===== src/rtl/packer_write_arbiter_if.sv =====
// Bundle between producer lanes, the write arbiter and the packer write port.
// slave: the arbiter's view. master: the surrounding producers/packer.
interface packer_write_arbiter_if #(
  parameter int unsigned NUM_REQ  = 4,
  parameter int unsigned IN_WIDTH = 64
);
  localparam int unsigned ID_W = (NUM_REQ > 1) ? $clog2(NUM_REQ) : 1;

  logic [NUM_REQ-1:0]          s_write_req;
  logic [NUM_REQ-1:0]          s_write_ready;
  logic [NUM_REQ*IN_WIDTH-1:0] s_write_data;
  logic                        m_write_req;
  logic                        m_write_ready;
  logic [IN_WIDTH-1:0]         m_write_data;
  logic [ID_W-1:0]             m_owner;
  logic                        m_busy;
  logic                        m_group_last;

  modport slave (
    input  s_write_req, s_write_data, m_write_ready,
    output s_write_ready, m_write_req, m_write_data, m_owner, m_busy, m_group_last
  );

  modport master (
    output s_write_req, s_write_data, m_write_ready,
    input  s_write_ready, m_write_req, m_write_data, m_owner, m_busy, m_group_last
  );
endinterface


===== src/rtl/packer_write_arbiter.sv =====
// Round-robin arbiter sharing one packer write port among NUM_REQ streams.
// A grant is held for exactly PACK_RATIO accepted beats so every packed word
// carries beats from a single requester.
module packer_write_arbiter #(
  parameter int unsigned NUM_REQ    = 4,
  parameter int unsigned IN_WIDTH   = 64,
  parameter int unsigned PACK_RATIO = 2
) (
  input logic                    clk,
  input logic                    reset,
  packer_write_arbiter_if.slave  arb_io
);
  localparam int unsigned ID_W  = (NUM_REQ > 1) ? $clog2(NUM_REQ) : 1;
  localparam int unsigned CNT_W = (PACK_RATIO > 1) ? $clog2(PACK_RATIO) : 1;
  localparam logic [CNT_W-1:0] LastBeat = CNT_W'(PACK_RATIO - 1);
  localparam logic [ID_W-1:0]  LastId   = ID_W'(NUM_REQ - 1);

  typedef enum logic [0:0] {StIdle, StBusy} state_e;

  state_e           state_q, state_d;
  logic [ID_W-1:0]  owner_q, owner_d;
  logic [CNT_W-1:0] beat_cnt_q, beat_cnt_d;
  logic [ID_W-1:0]  rr_ptr_q, rr_ptr_d;

  logic                busy;
  logic                m_req;
  logic                acc;
  logic [ID_W-1:0]     owner_inc;
  logic [NUM_REQ-1:0]  s_ready;
  logic [IN_WIDTH-1:0] m_data;

  // First requester at or after start, wrapping; returns start if none.
  function automatic logic [ID_W-1:0] rr_pick(input logic [NUM_REQ-1:0] req,
                                              input logic [ID_W-1:0]    start);
    logic [ID_W-1:0] win;
    logic [ID_W-1:0] idx_id;
    logic            found;
    int unsigned     idx;
    win   = start;
    found = 1'b0;
    for (int unsigned k = 0; k < NUM_REQ; k++) begin
      idx    = (32'(start) + k) % NUM_REQ;
      idx_id = ID_W'(idx);
      if (!found && req[idx_id]) begin
        win   = idx_id;
        found = 1'b1;
      end
    end
    return win;
  endfunction

  // Datapath and handshake outputs, all decoded from the current owner.
  always_comb begin
    busy      = (state_q == StBusy);
    m_req     = busy & arb_io.s_write_req[owner_q];
    m_data    = arb_io.s_write_data[32'(owner_q) * IN_WIDTH +: IN_WIDTH];
    acc       = m_req & arb_io.m_write_ready;
    owner_inc = (owner_q == LastId) ? '0 : owner_q + 1'b1;
    s_ready   = '0;
    for (int unsigned i = 0; i < NUM_REQ; i++) begin
      s_ready[i] = busy && (owner_q == ID_W'(i)) && arb_io.m_write_ready;
    end
  end

  assign arb_io.m_write_req   = m_req;
  assign arb_io.m_write_data  = m_data;
  assign arb_io.s_write_ready = s_ready;
  assign arb_io.m_owner       = owner_q;
  assign arb_io.m_busy        = busy;
  assign arb_io.m_group_last  = busy && (beat_cnt_q == LastBeat);

  // Next-state: grant on idle, count beats, hand off at the group boundary.
  always_comb begin
    state_d    = state_q;
    owner_d    = owner_q;
    beat_cnt_d = beat_cnt_q;
    rr_ptr_d   = rr_ptr_q;
    case (state_q)
      StIdle: begin
        if (|arb_io.s_write_req) begin
          owner_d    = rr_pick(arb_io.s_write_req, rr_ptr_q);
          beat_cnt_d = '0;
          state_d    = StBusy;
        end
      end
      StBusy: begin
        if (acc) begin
          if (beat_cnt_q == LastBeat) begin
            beat_cnt_d = '0;
            rr_ptr_d   = owner_inc;
            // Zero-bubble handoff: requests of this same cycle pick the next owner.
            if (|arb_io.s_write_req) begin
              owner_d = rr_pick(arb_io.s_write_req, owner_inc);
            end else begin
              state_d = StIdle;
            end
          end else begin
            beat_cnt_d = beat_cnt_q + 1'b1;
          end
        end
      end
      default: state_d = StIdle;
    endcase
  end

  // State registers; synchronous reset drops any partial group.
  always_ff @(posedge clk) begin
    if (reset) begin
      state_q    <= StIdle;
      owner_q    <= '0;
      beat_cnt_q <= '0;
      rr_ptr_q   <= '0;
    end else begin
      state_q    <= state_d;
      owner_q    <= owner_d;
      beat_cnt_q <= beat_cnt_d;
      rr_ptr_q   <= rr_ptr_d;
    end
  end
endmodule


===== src/flat_wrapper.sv =====
// flat-port wrapper written by rule: the top's interface ports become plain ports
module packer_write_arbiter_flat 
#(
  parameter int unsigned NUM_REQ    = 4,
  parameter int unsigned IN_WIDTH   = 64,
  parameter int unsigned PACK_RATIO = 2
)
  (clk, reset, arb_io_s_write_req, arb_io_s_write_data, arb_io_m_write_ready, arb_io_s_write_ready, arb_io_m_write_req, arb_io_m_write_data, arb_io_m_owner, arb_io_m_busy, arb_io_m_group_last);
  packer_write_arbiter_if #(.NUM_REQ(NUM_REQ), .IN_WIDTH(IN_WIDTH)) arb_io_i ();
  input logic clk;
  input logic reset;
  input wire logic [$bits(arb_io_i.s_write_req)-1:0] arb_io_s_write_req;
  input wire logic [$bits(arb_io_i.s_write_data)-1:0] arb_io_s_write_data;
  input wire logic [$bits(arb_io_i.m_write_ready)-1:0] arb_io_m_write_ready;
  output wire logic [$bits(arb_io_i.s_write_ready)-1:0] arb_io_s_write_ready;
  output wire logic [$bits(arb_io_i.m_write_req)-1:0] arb_io_m_write_req;
  output wire logic [$bits(arb_io_i.m_write_data)-1:0] arb_io_m_write_data;
  output wire logic [$bits(arb_io_i.m_owner)-1:0] arb_io_m_owner;
  output wire logic [$bits(arb_io_i.m_busy)-1:0] arb_io_m_busy;
  output wire logic [$bits(arb_io_i.m_group_last)-1:0] arb_io_m_group_last;
  assign arb_io_i.s_write_req = arb_io_s_write_req;
  assign arb_io_i.s_write_data = arb_io_s_write_data;
  assign arb_io_i.m_write_ready = arb_io_m_write_ready;
  assign arb_io_s_write_ready = arb_io_i.s_write_ready;
  assign arb_io_m_write_req = arb_io_i.m_write_req;
  assign arb_io_m_write_data = arb_io_i.m_write_data;
  assign arb_io_m_owner = arb_io_i.m_owner;
  assign arb_io_m_busy = arb_io_i.m_busy;
  assign arb_io_m_group_last = arb_io_i.m_group_last;
  packer_write_arbiter #(.NUM_REQ(NUM_REQ), .IN_WIDTH(IN_WIDTH), .PACK_RATIO(PACK_RATIO)) u_core (.clk(clk), .reset(reset), .arb_io(arb_io_i));
endmodule

===== config.mk =====
export PLATFORM = sky130hd
export DESIGN_NAME = packer_write_arbiter_flat
export DESIGN_NICKNAME = d
export VERILOG_FILES = /design/src/rtl/packer_write_arbiter_if.sv /design/src/rtl/packer_write_arbiter.sv /design/src/flat_wrapper.sv
export SDC_FILE = /design/constraint.sdc
export NUM_CORES = 1
export LEC_CHECK = 0
export BUFFER_PORTS_ARGS = -buffer_cell sky130_fd_sc_hd__buf_4
export CAP_MARGIN = 20
export CORE_AREA = 2 2 129 131
export CTS_BUF_LIST = sky130_fd_sc_hd__clkbuf_16
export DETAILED_ROUTE_END_ITERATION = 16
export DIE_AREA = 0 0 131 133
export SYNTH_ARGS = -nofsm -noshare
export SYNTH_HDL_FRONTEND = slang
export SYNTH_SLANG_ARGS = --single-unit

===== constraint.sdc =====
create_clock -name clk -period 2.87 [get_ports clk]
set_input_delay 0.1435 -clock clk [delete_from_list [all_inputs] [get_ports clk]]
set_output_delay 0.1435 -clock clk [all_outputs]
set_load 0.03 [all_outputs]

==> results.md <==
- Counting tap cells, the placed design contains a total of approximately 690 instances.
- Entering global routing, the biggest net connects ~40 pins.
- Setup repair after global routing left no endpoint under its margin.
- After detailed routing, the number of vias per cell comes to ~4.4.
- In this run the critical register-to-register path is captured at u_core.arb_io.m_owner[1].
- The violation count after the first detailed-route iteration is roughly 180.
- The number of cell rows is 47.
- From synthesis to final layout, the design area changed by 134%.
- STA puts the critical path data required time at 2980 ps.
- Of all cell types, the one taking the most synthesized area is sky130_fd_sc_hd__mux4_2.
- The final layout contains between 700 and 800 nets.
- The number of stages on the worst hold path is 2.
- In the routed design, unresolved DRC markers number 0.
- Each instance of the synthesized netlist takes up on average approximately 14 µm².
- The maximum VDD drop is 0.000483 V.
- Once the clock tree was built, the resizer swapped 0 gates to a different size.
- The aggregate global routing overflow is 0.
- The mapped cell area is approximately 2100 µm².
- The number of buffers on the longest clock path is 2.
- The kind of end point of the critical path is a register.
- The worst slew slack as a fraction of its limit is 0.614.
- The signal arrival time at the worst endpoint is between 2000 and 2500 ps.
- The fraction of registers with async set/reset is 0.
- The pre-antenna-repair detailed-routing pass consisted of 4 iterations.
- The utilization after layout is 0.305.
- Buffers placed on the I/O ports in this run total between 300 and 400.
- The startpoint type of the worst setup path is a register.
- The first-pass GRT wire length is 20.0 mm.
- The number of hold-slack violations in the final timing report was 0.
- For hold timing, the worst endpoint is u_core.arb_io.m_owner[0].
- In this run the most critical hold path is launched from reset.
- Timing would allow up to roughly 450 MHz.
- The x dimension of the die is between 100 and 150 µm.
- For this run, the number of standard cells in the final layout without fillers is 700.
- The number of max-slew violations in the final report is 0.
- After technology mapping, the gate count stands at about 160.
- The number of clock sinks seen by CTS is 6.
- In this run, distinct cell masters in the synthesized netlist total 38.
- Across all register-to-register paths, the minimum setup slack is 650 ps.
- In the global route stage, overall resource usage came out at 0.151.
- The synthesized design contains 0 enable-type register cells.
- The tree is rooted in a sky130_fd_sc_hd__clkbuf_16.
- By count the netlist is led by sky130_fd_sc_hd__mux4_2 (65), sky130_fd_sc_hd__buf_2 (9), sky130_fd_sc_hd__inv_1 (7).
- The via count is between 3,000 and 4,000.
- The proportion of layout cells with a drive suffix above 1 is 0.856.
- The clock edge transition at the registers on the reported setup and hold paths is approximately 40 ps.
- Setup total negative slack on the finished layout was measured at 0 ps.
- The via count of the first global-routing pass is 3,237.
- From bottom edge to top edge, the die measures between 100 and 150 µm.
- The number of buffers added by the clock tree synthesis step is 3.
- The share of the Yosys chip area taken by registers is 0.0568.
- Post-CTS timing repair inserted 0 buffers for setup.
- The register bit count reported by yosys is 6.
- The library cell with the highest instance count after synthesis is sky130_fd_sc_hd__mux4_2.
- In this run the power density over the cells is ~300 nW/µm².
- The routed wire length is around 14 mm.
- The maximum fanout encountered on the critical timing path is 36.
- The length in cells of the worst reg-to-reg path is 6.
- For this configuration, the core starts out at a cell density of 0.131.
- After filler insertion, the fill cell instance count of the layout stands at about 1,700.
- The worst reg2reg path startpoint is u_core.arb_io.m_owner[1].
- The worst clock skew is around 2.1 ps.
- The floorplan step defined a die boundary enclosing 17,400 µm².
- Summed over all nets, the half-perimeter wirelength after detailed placement is roughly 13 mm.
- TritonCTS built the clock tree.
- The number of buffers added to fix hold violations after cts is 0.
- The reported max-cap violation count is 0.
- The category of the most critical setup path is reg -> reg.
- The clock period minus final worst setup slack is roughly 2200 ps.
- The leakage power is between 2 and 2.5 nW.
- The main flop type after synthesis is sky130_fd_sc_hd__dfxtp_1.
- The min-delay analysis places its worst path in the category in -> reg.
- In this run the number of H-tree levels came out at 1.
- The setup violation total in the final timing report is 0.
- In the final layout, flip-flops and latches occupy 128 µm².
- The detail route stage leaves a number of antenna-violating nets equal to 0.
- The net count after synthesis is ~420.
- The transition time at the pin with the least slew margin is between 500 and 600 ps.
- The number of ports placed on the die boundary is approximately 340.
- The share of the clock period used by the worst path after layout is 0.773.
- On the final layout, the worst hold slack is between 100 and 150 ps.
- In the final layout, the multi-input gates occupy 1880 µm².
- After detailed routing, the average wire length per cell comes to just over 20 µm.
- The Yosys step of the flow raised 0 warnings.
- The share of synthesized area in the top cell type comes to 0.693.
- The routability congestion estimate from global placement is around 0.99.
- The number of antenna violations at the first check in global routing is 1.
- The latest clock arrival within the worst-skew pair is about 230 ps.
- The design draws about 0.0015 W.
- The total area inside the core boundary comes to between 15,000 and 20,000 µm².
- The run finished with clean final reports.
- Sorting the synthesized cells by area gives the leading types as sky130_fd_sc_hd__mux4_2 (69%), sky130_fd_sc_hd__dfxtp_1 (5.7%), sky130_fd_sc_hd__ha_1 (2.4%), sky130_fd_sc_hd__buf_2 (2.1%), sky130_fd_sc_hd__mux2i_1 (1.9%).
[state kept, by name, summed over array words and instances (netlist names)]
register and count:
u_core.arb_io.m_owner 2, u_core.rr_ptr_q 2, u_core.arb_io.m_busy 1, u_core.beat_cnt_q 1
[cell families (layout without fill, tap and decap cells)]
| kind of cell | count (synthesis) | in the layout | synth area share |
|---|---|---|---|
| AO/OA/AOI/OAI | 25 | 25 | 0.0853 |
| flip-flops | 6 | 6 | 0.0568 |
| buffers and inverters | 26 | 349 | 0.0556 |
| other | 0 | 2 | 0 |
| AND/OR/NAND/NOR | 25 | 25 | 0.0669 |
| multiplexers | 69 | 69 | 0.712 |
| adder cells (fa/ha/maj) | 4 | 4 | 0.0237 |
[worst max path at each step]
stage	startpoint	to	slack, ps
6_report	u_core.arb_io.m_owner[1]	u_core.arb_io.m_owner[1]	650
4_1_cts	u_core.arb_io.m_owner[1]	u_core.arb_io.m_owner[1]	610
3_5_place_dp	u_core.arb_io.m_owner[1]	u_core.arb_io.m_owner[1]	620
2_1_floorplan	u_core.arb_io.m_owner[0]	u_core.arb_io.m_owner[1]	200
5_1_grt	u_core.arb_io.m_owner[1]	u_core.arb_io.m_owner[1]	470
3_3_place_gp	u_core.arb_io.m_owner[1]	u_core.arb_io.m_owner[1]	700
[final cells by class]
cell class                      count  area share
Timing Repair Buffer              338       0.516
Multi-Input combinational cell    123       0.380
Tap cell                          220      0.0557
Sequential cell                     6      0.0258
Clock buffer                        3      0.0152
Inverter                            7     0.00532
Antenna cell                        2     0.00101
Clock inverter                      1    0.000760
[placed cells by master (no fill, tap or decap), types with 2 or more instances in the layout]
master and n:
sky130_fd_sc_hd__buf_4 337, sky130_fd_sc_hd__mux4_2 65, sky130_fd_sc_hd__inv_1 8, sky130_fd_sc_hd__a21oi_1 6, sky130_fd_sc_hd__and3_1 4, sky130_fd_sc_hd__mux2i_1 4
sky130_fd_sc_hd__o21ai_0 4, sky130_fd_sc_hd__nor2_1 4, sky130_fd_sc_hd__nor2b_1 4, sky130_fd_sc_hd__ha_1 4, sky130_fd_sc_hd__dfxtp_1 4, sky130_fd_sc_hd__nand2_1 3
sky130_fd_sc_hd__clkbuf_16 3, sky130_fd_sc_hd__diode_2 2, sky130_fd_sc_hd__and2_1 2, sky130_fd_sc_hd__nand2b_1 2, sky130_fd_sc_hd__a221oi_1 2, sky130_fd_sc_hd__dfxtp_4 2
[critical path: stages (launching register included)]
cell and delay (ps):
sky130_fd_sc_hd__dfxtp_4 630, sky130_fd_sc_hd__inv_1 170, sky130_fd_sc_hd__ha_1 390, sky130_fd_sc_hd__nor2b_1 170, sky130_fd_sc_hd__o32a_1 330, sky130_fd_sc_hd__a221oi_1 300
sky130_fd_sc_hd__o41ai_1 110
[routing by layer]
| metal | share of wire | vias up | GRT usage |
|---|---|---|---|
| met1 | 0.39 | 1553 | 0.196 |
| li1 | - | 1346 | - |
| met2 | 0.49 | 182 | 0.246 |
| met3 | 0.11 | 20 | 0.0437 |
| met4 | 0.019 | 2 | 0.0366 |
| met5 | 0.00090 | - | 0 |
[where the power goes]
| group | switching (W) | internal (W) |
|---|---|---|
| combinational | 0.000542 | 0.000612 |
| sequential | 0.0000232 | 0.0000885 |
| clock | 0.0000512 | 0.000181 |
| total | 0.000616 | 0.000881 |
[per-stage QoR]
step | setup slack (ps) | area (µm²)
finish | 650 | 4940
global route | 472 | 4930
CTS | 611 | 4930
detailed placement | 619 | 4850
global placement | 700 | 4850
floorplan | 205 | 2110
No activity file was read; power rests on OpenSTA's default activity.
